===== src/rtl/usb_rx_deserializer.sv =====
// USB full-speed receive bit engine: NRZI decode, SYNC detect, bit-unstuffing and
// LSB-first word assembly with registered one-cycle event pulses.
module usb_rx_deserializer #(
  parameter int unsigned DataBits = 8,
  parameter int unsigned StuffLen = 6
) (
  input  logic                clk,
  input  logic                n_rst,
  input  logic                d_in_i,
  input  logic                bit_strobe_i,
  input  logic                eop_i,
  output logic [DataBits-1:0] rx_data_o,
  output logic                rx_valid_o,
  output logic                rx_start_o,
  output logic                rx_done_o,
  output logic                stuff_err_o,
  output logic                byte_err_o,
  output logic                busy_o
);

  localparam int unsigned BcW = $clog2(DataBits + 1);
  localparam int unsigned OcW = $clog2(StuffLen + 1);
  localparam logic [7:0] SyncWin = 8'h80;

  typedef enum logic [1:0] {StIdle, StData, StError} state_e;

  state_e              state_q, state_d;
  logic                prev_q, prev_d;
  logic [7:0]          window_q, window_d;
  logic [BcW-1:0]      bit_cnt_q, bit_cnt_d;
  logic [OcW-1:0]      ones_cnt_q, ones_cnt_d;
  logic [DataBits-1:0] shift_q, shift_d;
  logic [DataBits-1:0] rx_data_q, rx_data_d;
  logic                rx_valid_q, rx_valid_d;
  logic                rx_start_q, rx_start_d;
  logic                rx_done_q, rx_done_d;
  logic                stuff_err_q, stuff_err_d;
  logic                byte_err_q, byte_err_d;
  logic                busy_q, busy_d;

  logic                dec_bit;
  logic [7:0]          window_nxt;
  logic [DataBits-1:0] shift_nxt;

  // NRZI: no transition means a 1
  assign dec_bit    = (d_in_i == prev_q);
  assign window_nxt = {dec_bit, window_q[7:1]};
  assign shift_nxt  = {dec_bit, shift_q[DataBits-1:1]};

  always_comb begin
    state_d     = state_q;
    prev_d      = prev_q;
    window_d    = window_q;
    bit_cnt_d   = bit_cnt_q;
    ones_cnt_d  = ones_cnt_q;
    shift_d     = shift_q;
    rx_data_d   = rx_data_q;
    rx_valid_d  = 1'b0;
    rx_start_d  = 1'b0;
    rx_done_d   = 1'b0;
    stuff_err_d = 1'b0;
    byte_err_d  = 1'b0;

    // eop takes priority; a coincident strobe is dropped
    if (eop_i) begin
      prev_d = 1'b1;
      case (state_q)
        StData: begin
          if (bit_cnt_q == '0) begin
            rx_done_d = 1'b1;
          end else begin
            byte_err_d = 1'b1;
          end
          state_d = StIdle;
        end
        StError: state_d = StIdle;
        default: ;
      endcase
    end else if (bit_strobe_i) begin
      prev_d = d_in_i;
      case (state_q)
        StIdle: begin
          window_d = window_nxt;
          if (window_nxt == SyncWin) begin
            rx_start_d = 1'b1;
            state_d    = StData;
            bit_cnt_d  = '0;
            // the closing SYNC 1 already counts toward the stuffing run
            ones_cnt_d = OcW'(1);
          end
        end
        StData: begin
          if (ones_cnt_q == OcW'(StuffLen)) begin
            if (dec_bit) begin
              stuff_err_d = 1'b1;
              state_d     = StError;
            end else begin
              ones_cnt_d = '0;
            end
          end else begin
            shift_d    = shift_nxt;
            ones_cnt_d = dec_bit ? ones_cnt_q + OcW'(1) : '0;
            if (bit_cnt_q == BcW'(DataBits - 1)) begin
              rx_data_d  = shift_nxt;
              rx_valid_d = 1'b1;
              bit_cnt_d  = '0;
            end else begin
              bit_cnt_d = bit_cnt_q + BcW'(1);
            end
          end
        end
        default: ;
      endcase
    end

    if (state_d == StIdle && state_q != StIdle) begin
      window_d   = 8'hFF;
      bit_cnt_d  = '0;
      ones_cnt_d = '0;
    end

    busy_d = (state_d != StIdle);
  end

  always_ff @(posedge clk or negedge n_rst) begin
    if (!n_rst) begin
      state_q     <= StIdle;
      prev_q      <= 1'b1;
      window_q    <= 8'hFF;
      bit_cnt_q   <= '0;
      ones_cnt_q  <= '0;
      shift_q     <= '0;
      rx_data_q   <= '0;
      rx_valid_q  <= 1'b0;
      rx_start_q  <= 1'b0;
      rx_done_q   <= 1'b0;
      stuff_err_q <= 1'b0;
      byte_err_q  <= 1'b0;
      busy_q      <= 1'b0;
    end else begin
      state_q     <= state_d;
      prev_q      <= prev_d;
      window_q    <= window_d;
      bit_cnt_q   <= bit_cnt_d;
      ones_cnt_q  <= ones_cnt_d;
      shift_q     <= shift_d;
      rx_data_q   <= rx_data_d;
      rx_valid_q  <= rx_valid_d;
      rx_start_q  <= rx_start_d;
      rx_done_q   <= rx_done_d;
      stuff_err_q <= stuff_err_d;
      byte_err_q  <= byte_err_d;
      busy_q      <= busy_d;
    end
  end

  assign rx_data_o   = rx_data_q;
  assign rx_valid_o  = rx_valid_q;
  assign rx_start_o  = rx_start_q;
  assign rx_done_o   = rx_done_q;
  assign stuff_err_o = stuff_err_q;
  assign byte_err_o  = byte_err_q;
  assign busy_o      = busy_q;

endmodule


===== config.mk =====
export PLATFORM = sky130hd
export DESIGN_NAME = usb_rx_deserializer
export DESIGN_NICKNAME = d
export VERILOG_FILES = /design/src/rtl/usb_rx_deserializer.sv
export SDC_FILE = /design/constraint.sdc
export NUM_CORES = 1
export LEC_CHECK = 0
export CAP_MARGIN = 15
export CORE_ASPECT_RATIO = 0.5
export CORE_MARGIN = 10
export CORE_UTILIZATION = 57
export CTS_BUF_LIST = sky130_fd_sc_hd__clkbuf_8
export CTS_CLUSTER_SIZE = 14
export DETAILED_ROUTE_END_ITERATION = 8
export DONT_BUFFER_PORTS = 1
export PLACE_DENSITY = 0.83
export SETUP_SLACK_MARGIN = 0.15
export SYNTH_ARGS = -nofsm -noshare
export SYNTH_HDL_FRONTEND = slang
export SYNTH_SLANG_ARGS = --single-unit

===== constraint.sdc =====
create_clock -name clk -period 5.1 [get_ports clk]
set_clock_uncertainty 0.05 [all_clocks]
set_input_delay 1.53 -clock clk [delete_from_list [all_inputs] [get_ports clk]]
set_output_delay 1.53 -clock clk [all_outputs]
set_load 0.005 [all_outputs]

Word-level counts from Yosys, hierarchy flattened
Cells that the tools add are included.
{"block": "op_classes", "add_sub_neg": 2, "n_reduce_logical": 16, "mux": 48, "bitwise": 2, "eq_ne": 10}
{"operator": "8-bit 2-to-1 mux", "n": 4}
{"operator": "4-bit 2-to-1 mux", "n": 6}
{"operator": "1-bit 2-to-1 mux", "n": 22}
{"operator": "3-bit 2-to-1 mux", "n": 7}
{"operator": "5-bit AND reduction", "n": 3}
{"operator": "2-bit 2-to-1 mux", "n": 6}
{"operator": "2-bit nonzero test", "n": 5}
{"operator": "8-bit equality test (second input constant)", "n": 1}
{"operator": "4-bit case mux with 2 select lines", "n": 1}
{"operator": "3-bit != test (second input constant)", "n": 2}
{"operator": "3-bit case mux with 2 select lines", "n": 1}
{"operator": "4-bit by 1-bit adder with 4-bit output (second input constant)", "n": 1}
{"operator": "4-bit by 3-bit equality test with 1-bit output (second input constant)", "n": 1}
{"operator": "2-bit logical NOT", "n": 2}
{"operator": "4-bit logical NOT", "n": 1}
{"operator": "4-bit != test (second input constant)", "n": 1}
{"operator": "2-bit case mux with 2 select lines", "n": 1}
{"operator": "4-bit AND reduction", "n": 1}
{"operator": "3-bit by 1-bit adder with 3-bit output (second input constant)", "n": 1}
{"operator": "3-bit equality test (second input constant)", "n": 1}
{"operator": "3-bit AND reduction", "n": 1}
{"operator": "3-bit nonzero test", "n": 1}
{"operator": "2-bit by 1-bit equality test with 1-bit output (second input constant)", "n": 1}
{"operator": "2-bit equality test (second input constant)", "n": 1}
{"operator": "other kinds (5)", "n": 6}
{"block": "totals", "output_inout_bits": 14, "elab_cells": 91, "regBits": 40}

Depth between registers and ports, before layout
{"block": "logic_depth", "ltp_word": 10, "depth_mapped": 7, "depth_no_buf": 6}

Worst setup path before layout
OpenSTA, ideal clock, no wires.
{"block": "synth_path", "path_type": "input port to flip-flop", "start": "in eop_i", "end": "reg ones_cnt_q[0]", "cell_stages": 4, "arrival_ps": 2646, "slack_ps": 2282, "path_buffers": 1, "cell_sequence": "clkbuf_1 -> nand2b_1 -> or4_1 -> a32o_1"}
{"block": "synth_between", "elab_chain_cells": 5, "word_cells_on_any_way": 10, "cone_classes": "3 x eq/ne; 2 x mux; 5 x reduce/logical"}
{"element": "start: declaration", "line_no": "11", "text": "input logic eop_i,"}
{"element": "2-bit 2-to-1 mux", "line_no": "65", "text": "if (eop_i) begin"}
{"element": "2-bit logical NOT", "line_no": "116", "text": "if (state_d == StIdle && state_q != StIdle) begin"}
{"element": "1-bit logical AND", "line_no": "116"}
{"element": "4-bit != test (no source line) (tied with other cells)"}
{"element": "5-bit AND reduction (no source line)"}
{"element": "end signal: assignment", "line_no": "145", "text": "ones_cnt_q <= ones_cnt_d;"}
{"element": "end: declaration", "line_no": "31", "text": "logic [OcW-1:0] ones_cnt_q, ones_cnt_d;"}
Several ways; a longest one is shown, not always the timed one.
A chain may end at the register's enable or synchronous reset.

Worst setup path after layout
{"block": "layout_path", "start": "in d_in_i", "end": "reg ones_cnt_q[0]"}
{"block": "layout_between", "elab_chain_cells": 10, "word_cells_on_any_way": 22, "cone_classes": "5 x eq/ne; 12 x mux; 5 x reduce/logical"}
{"element": "start: declaration", "line_no": "9", "text": "input logic d_in_i,"}
{"element": "1-bit equality test *", "line_no": "46", "text": "assign dec_bit = (d_in_i == prev_q);"}
{"element": "8-bit equality test or 2-bit 2-to-1 mux (tied branches)", "line_no": "84, 94"}
{"element": "2-bit 2-to-1 mux, on equally long branches", "line_no": "84, 93"}
{"element": "2-bit case mux with 2 select lines", "line_no": "81", "text": "case (state_q)"}
{"element": "2-bit 2-to-1 mux", "line_no": "79", "text": "end else if (bit_strobe_i) begin"}
{"element": "2-bit 2-to-1 mux", "line_no": "65"}
{"element": "2-bit logical NOT", "line_no": "116"}
{"element": "1-bit logical AND", "line_no": "116"}
{"element": "4-bit != test (no source line) (tied with other cells)"}
{"element": "5-bit AND reduction (no source line)"}
Every way passes the cells marked *; elsewhere a longest branch is shown, timed or not. The select of a mux whose other input is x is not followed.

==> summary.txt <==
Placement
  • Placed cell area: 1790 sq um
  • RD Place Congestion: 0.840
  • # port buffers: 0
  • Post-Place Cells: 201
  • Half-perimeter wire length after placement: 2400 um
  • Setup slack after placement: 2160 ps

Synthesis
  • Yosys reg bits: 38
  • Syn nets: 177
  • Post-synth cell types: 42
  • Synth Area in XOR/XNOR: 0.0182
  • Synth Area in Simple Gates: 0.233
  • Top post-synthesis cells by area: dfrtp_1 (42%), dfstp_2 (12%), nand2_1 (8.6%)
  • Synth Area in Compound Gates: 0.0821
  • Top cell type's share of synthesized area: 0.421
  • Post-Syn Instances: 168
  • Adder-Cell Fraction of Synth Area: 0.0281
  • Ys Warns: 0
  • Main combinational cell family by area after synthesis: simple AND/OR/NAND/NOR gates
  • Avg Cell Area, Syn: 10.6 sq um
  • Synth area leader: dfrtp_1
  • Proportion of synthesized area in mux cells: 0.0674
  • Mapped cell area: 1780 sq um
  • Proportion of synthesized chip area in sequential cells: 0.539

Clock tree
  • Clock sink count: 38
  • # Post-CTS Setup Buffers: 0
  • Worst-Skew Late Latency: 290 ps
  • Worst-path clk slew: 80 ps
  • H-tree depth reported by CTS: 2
  • Clock Tree Root: clkbuf_8
  • # resized after CTS: 0
  • Clock buffer count from CTS: 5
  • Hold Buf Count CTS: 0
  • Clock buffer depth: 2
  • TritonCTS clock tree: built

Final layout
  • Ratio of cells with drive above 1 in the final layout: 0.183
  • Register Area: 961 sq um
  • Leading cell types in the layout, fill and taps excluded: nand2_1 (41), dfrtp_1 (30), nand3_1 (11)
  • Multi-input logic area: 764 sq um
  • Post-route cell area: 1930 sq um
  • Final non-filler cell total: 209
  • Antenna fix cells: 0
  • Fin nets: 177
  • Commonest non-fill, non-tap cell in the layout: nand2_1
  • Fill cells: 211
  • Synthesis-to-finish area growth: 8.35%

Timing
  • Worst slew pin tran: 911 ps
  • Final Hold Viols: 0
  • Fmax: 379 MHz
  • Final setup margin: 2460 ps
  • Relative slew slack: 0.388
  • Minimum clock period: 2640 ps
  • Final period util: 0.517
  • Setup-failing EPs final: 0
  • Setup TNS: 0 ps
  • Slew Limit Fails: 0
  • Unrepaired setup endpoints after global routing: false

Die
  • Horiz. Die Dim: 99.1 um
  • Core Region: 3000 sq um
  • Site Rows: 14
  • Initial Utilization: 0.595
  • Die ar.: 5900 sq um
  • Ports: 19
  • Die Y: 59.5 um

Detailed routing
  • DRC viols: 0
  • Routed via count: 1222
  • Iteration-0 DRC Markers: 83
  • Wire per inst: 15.6 um
  • First-pass detailed-route iteration total: 4
  • Routed Antenna Nets: 0
  • Post-Route WL: 3260 um
  • Vias per cell: 5.85

Global routing
  • Gr usage total: 0.118
  • GR Overflow Total: 0
  • First-pass GRT wire length: 5660 um
  • Vias in the first global route: 1171
  • Antenna violations before repair: 0
  • Largest net degree at the start of global routing: 39

Power and ir drop
  • Leak pwr: 0.000919 uW
  • PwrDens: 415 nW/um^2
  • Worst VDD drop: 0.214 mV

Run status
  • Outcome: finished clean

Worst setup path
  • Reg2reg setup slack: 2780 ps
  • Worst Setup End Kind: register
  • CP required: 5230 ps
  • Crit path max fanout: 7
  • Crit path DAT: 2770 ps
  • CP Launch Type: primary input
  • Setup CP Type: in2reg

Flow run
  • Max Cap Violations: 0

Min path
  • Min-Delay Path Class: reg2reg
## cell usage after synthesis (all sizes together)
cell type and number:
nand2 42, and3 1, nor4 1, a21oi 1, or4 2, nand2b 3, nand3 11, o21ai 4
nor2b 4, dfrtp 30, clkbuf 4, nand3b 1, dfstp 8, nor3 3, nand4 1, and2 1
a31oi 3, buf 3, o2bb2ai 1, a211o 1, xnor2 1, mux2 8, a2111oi 1, o31ai 1
o21a 1, o211ai 1, xor2 1, a32o 3, a41oi 1, mux2i 3, a22o 1, inv 5
nor4b 4, ha 4, nor2 6, or3 2
## worst paths after layout
check | end | cells after the start | startpoint
min | shift_q[1]$_DFFE_PN0P_ | 2 | shift_q[1]$_DFFE_PN0P_
max | ones_cnt_q[0]$_DFFE_PN0P_ | 4 | d_in_i
min reg2reg | shift_q[1]$_DFFE_PN0P_ | 2 | shift_q[1]$_DFFE_PN0P_
min in group asynchronous | rx_data_o[7]$_DFFE_PN0P_ | 0 | n_rst
max reg2reg | bit_cnt_q[3]$_DFFE_PN0P_ | 4 | state_q[0]$_DFF_PN0_
max in group asynchronous | window_q[7]$_DFFE_PN1P_ | 0 | n_rst
## area by class of cell
type	count	share of cell area
multi-input combinational	118	0.396
clock buffer	5	0.0356
sequential	38	0.497
clock inverter	3	0.0356
inverter	5	0.00972
tap	40	0.0259
## worst max-delay path, stage by stage
cell and delay, ps:
xnor2_2 290, a31oi_1 230, or4_1 450, a32o_1 270
## routing by layer
| metal | vias up | GRT usage | wire length (um) |
|---|---|---|---|
| met1 | 605 | 0.143 | 1490 |
| met4 | 0 | 0.0548 | 25 |
| li1 | 584 | - | - |
| met3 | 2 | 0.0489 | 252 |
| met2 | 31 | 0.179 | 1500 |
| met5 | - | 0 | 0 |
## power breakdown
group          internal [uW]  switching, uW
registers                358           37.1
logic                   44.5           56.6
clock network            196            110
## kinds of logic after synthesis
logic type / Yosys count
AO/OA/AOI/OAI: 19
XOR/XNOR: 2
adder cells (fa/ha/maj): 4
buffers and inverters: 12
flip-flops: 38
multiplexers: 11
AND/OR/NAND/NOR: 82
## sequential cells by signal, summed over array words and instances, names as in the netlist, 2 cells and up
signal / count
shift_q: 7
window_q: 7
state_q: 2
ones_cnt_q: 3
rx_data_o: 8
bit_cnt_q: 4
## per-stage QoR
step	power, uW	hold WS [ps]	utilization
after global routing	844	460	0.645
final	801	432	0.645
after floorplan	483	392	-
after detailed placement	501	428	0.599
after global placement	493	417	0.599
after CTS	807	444	0.645
No activity file was read; power rests on OpenSTA's default activity.
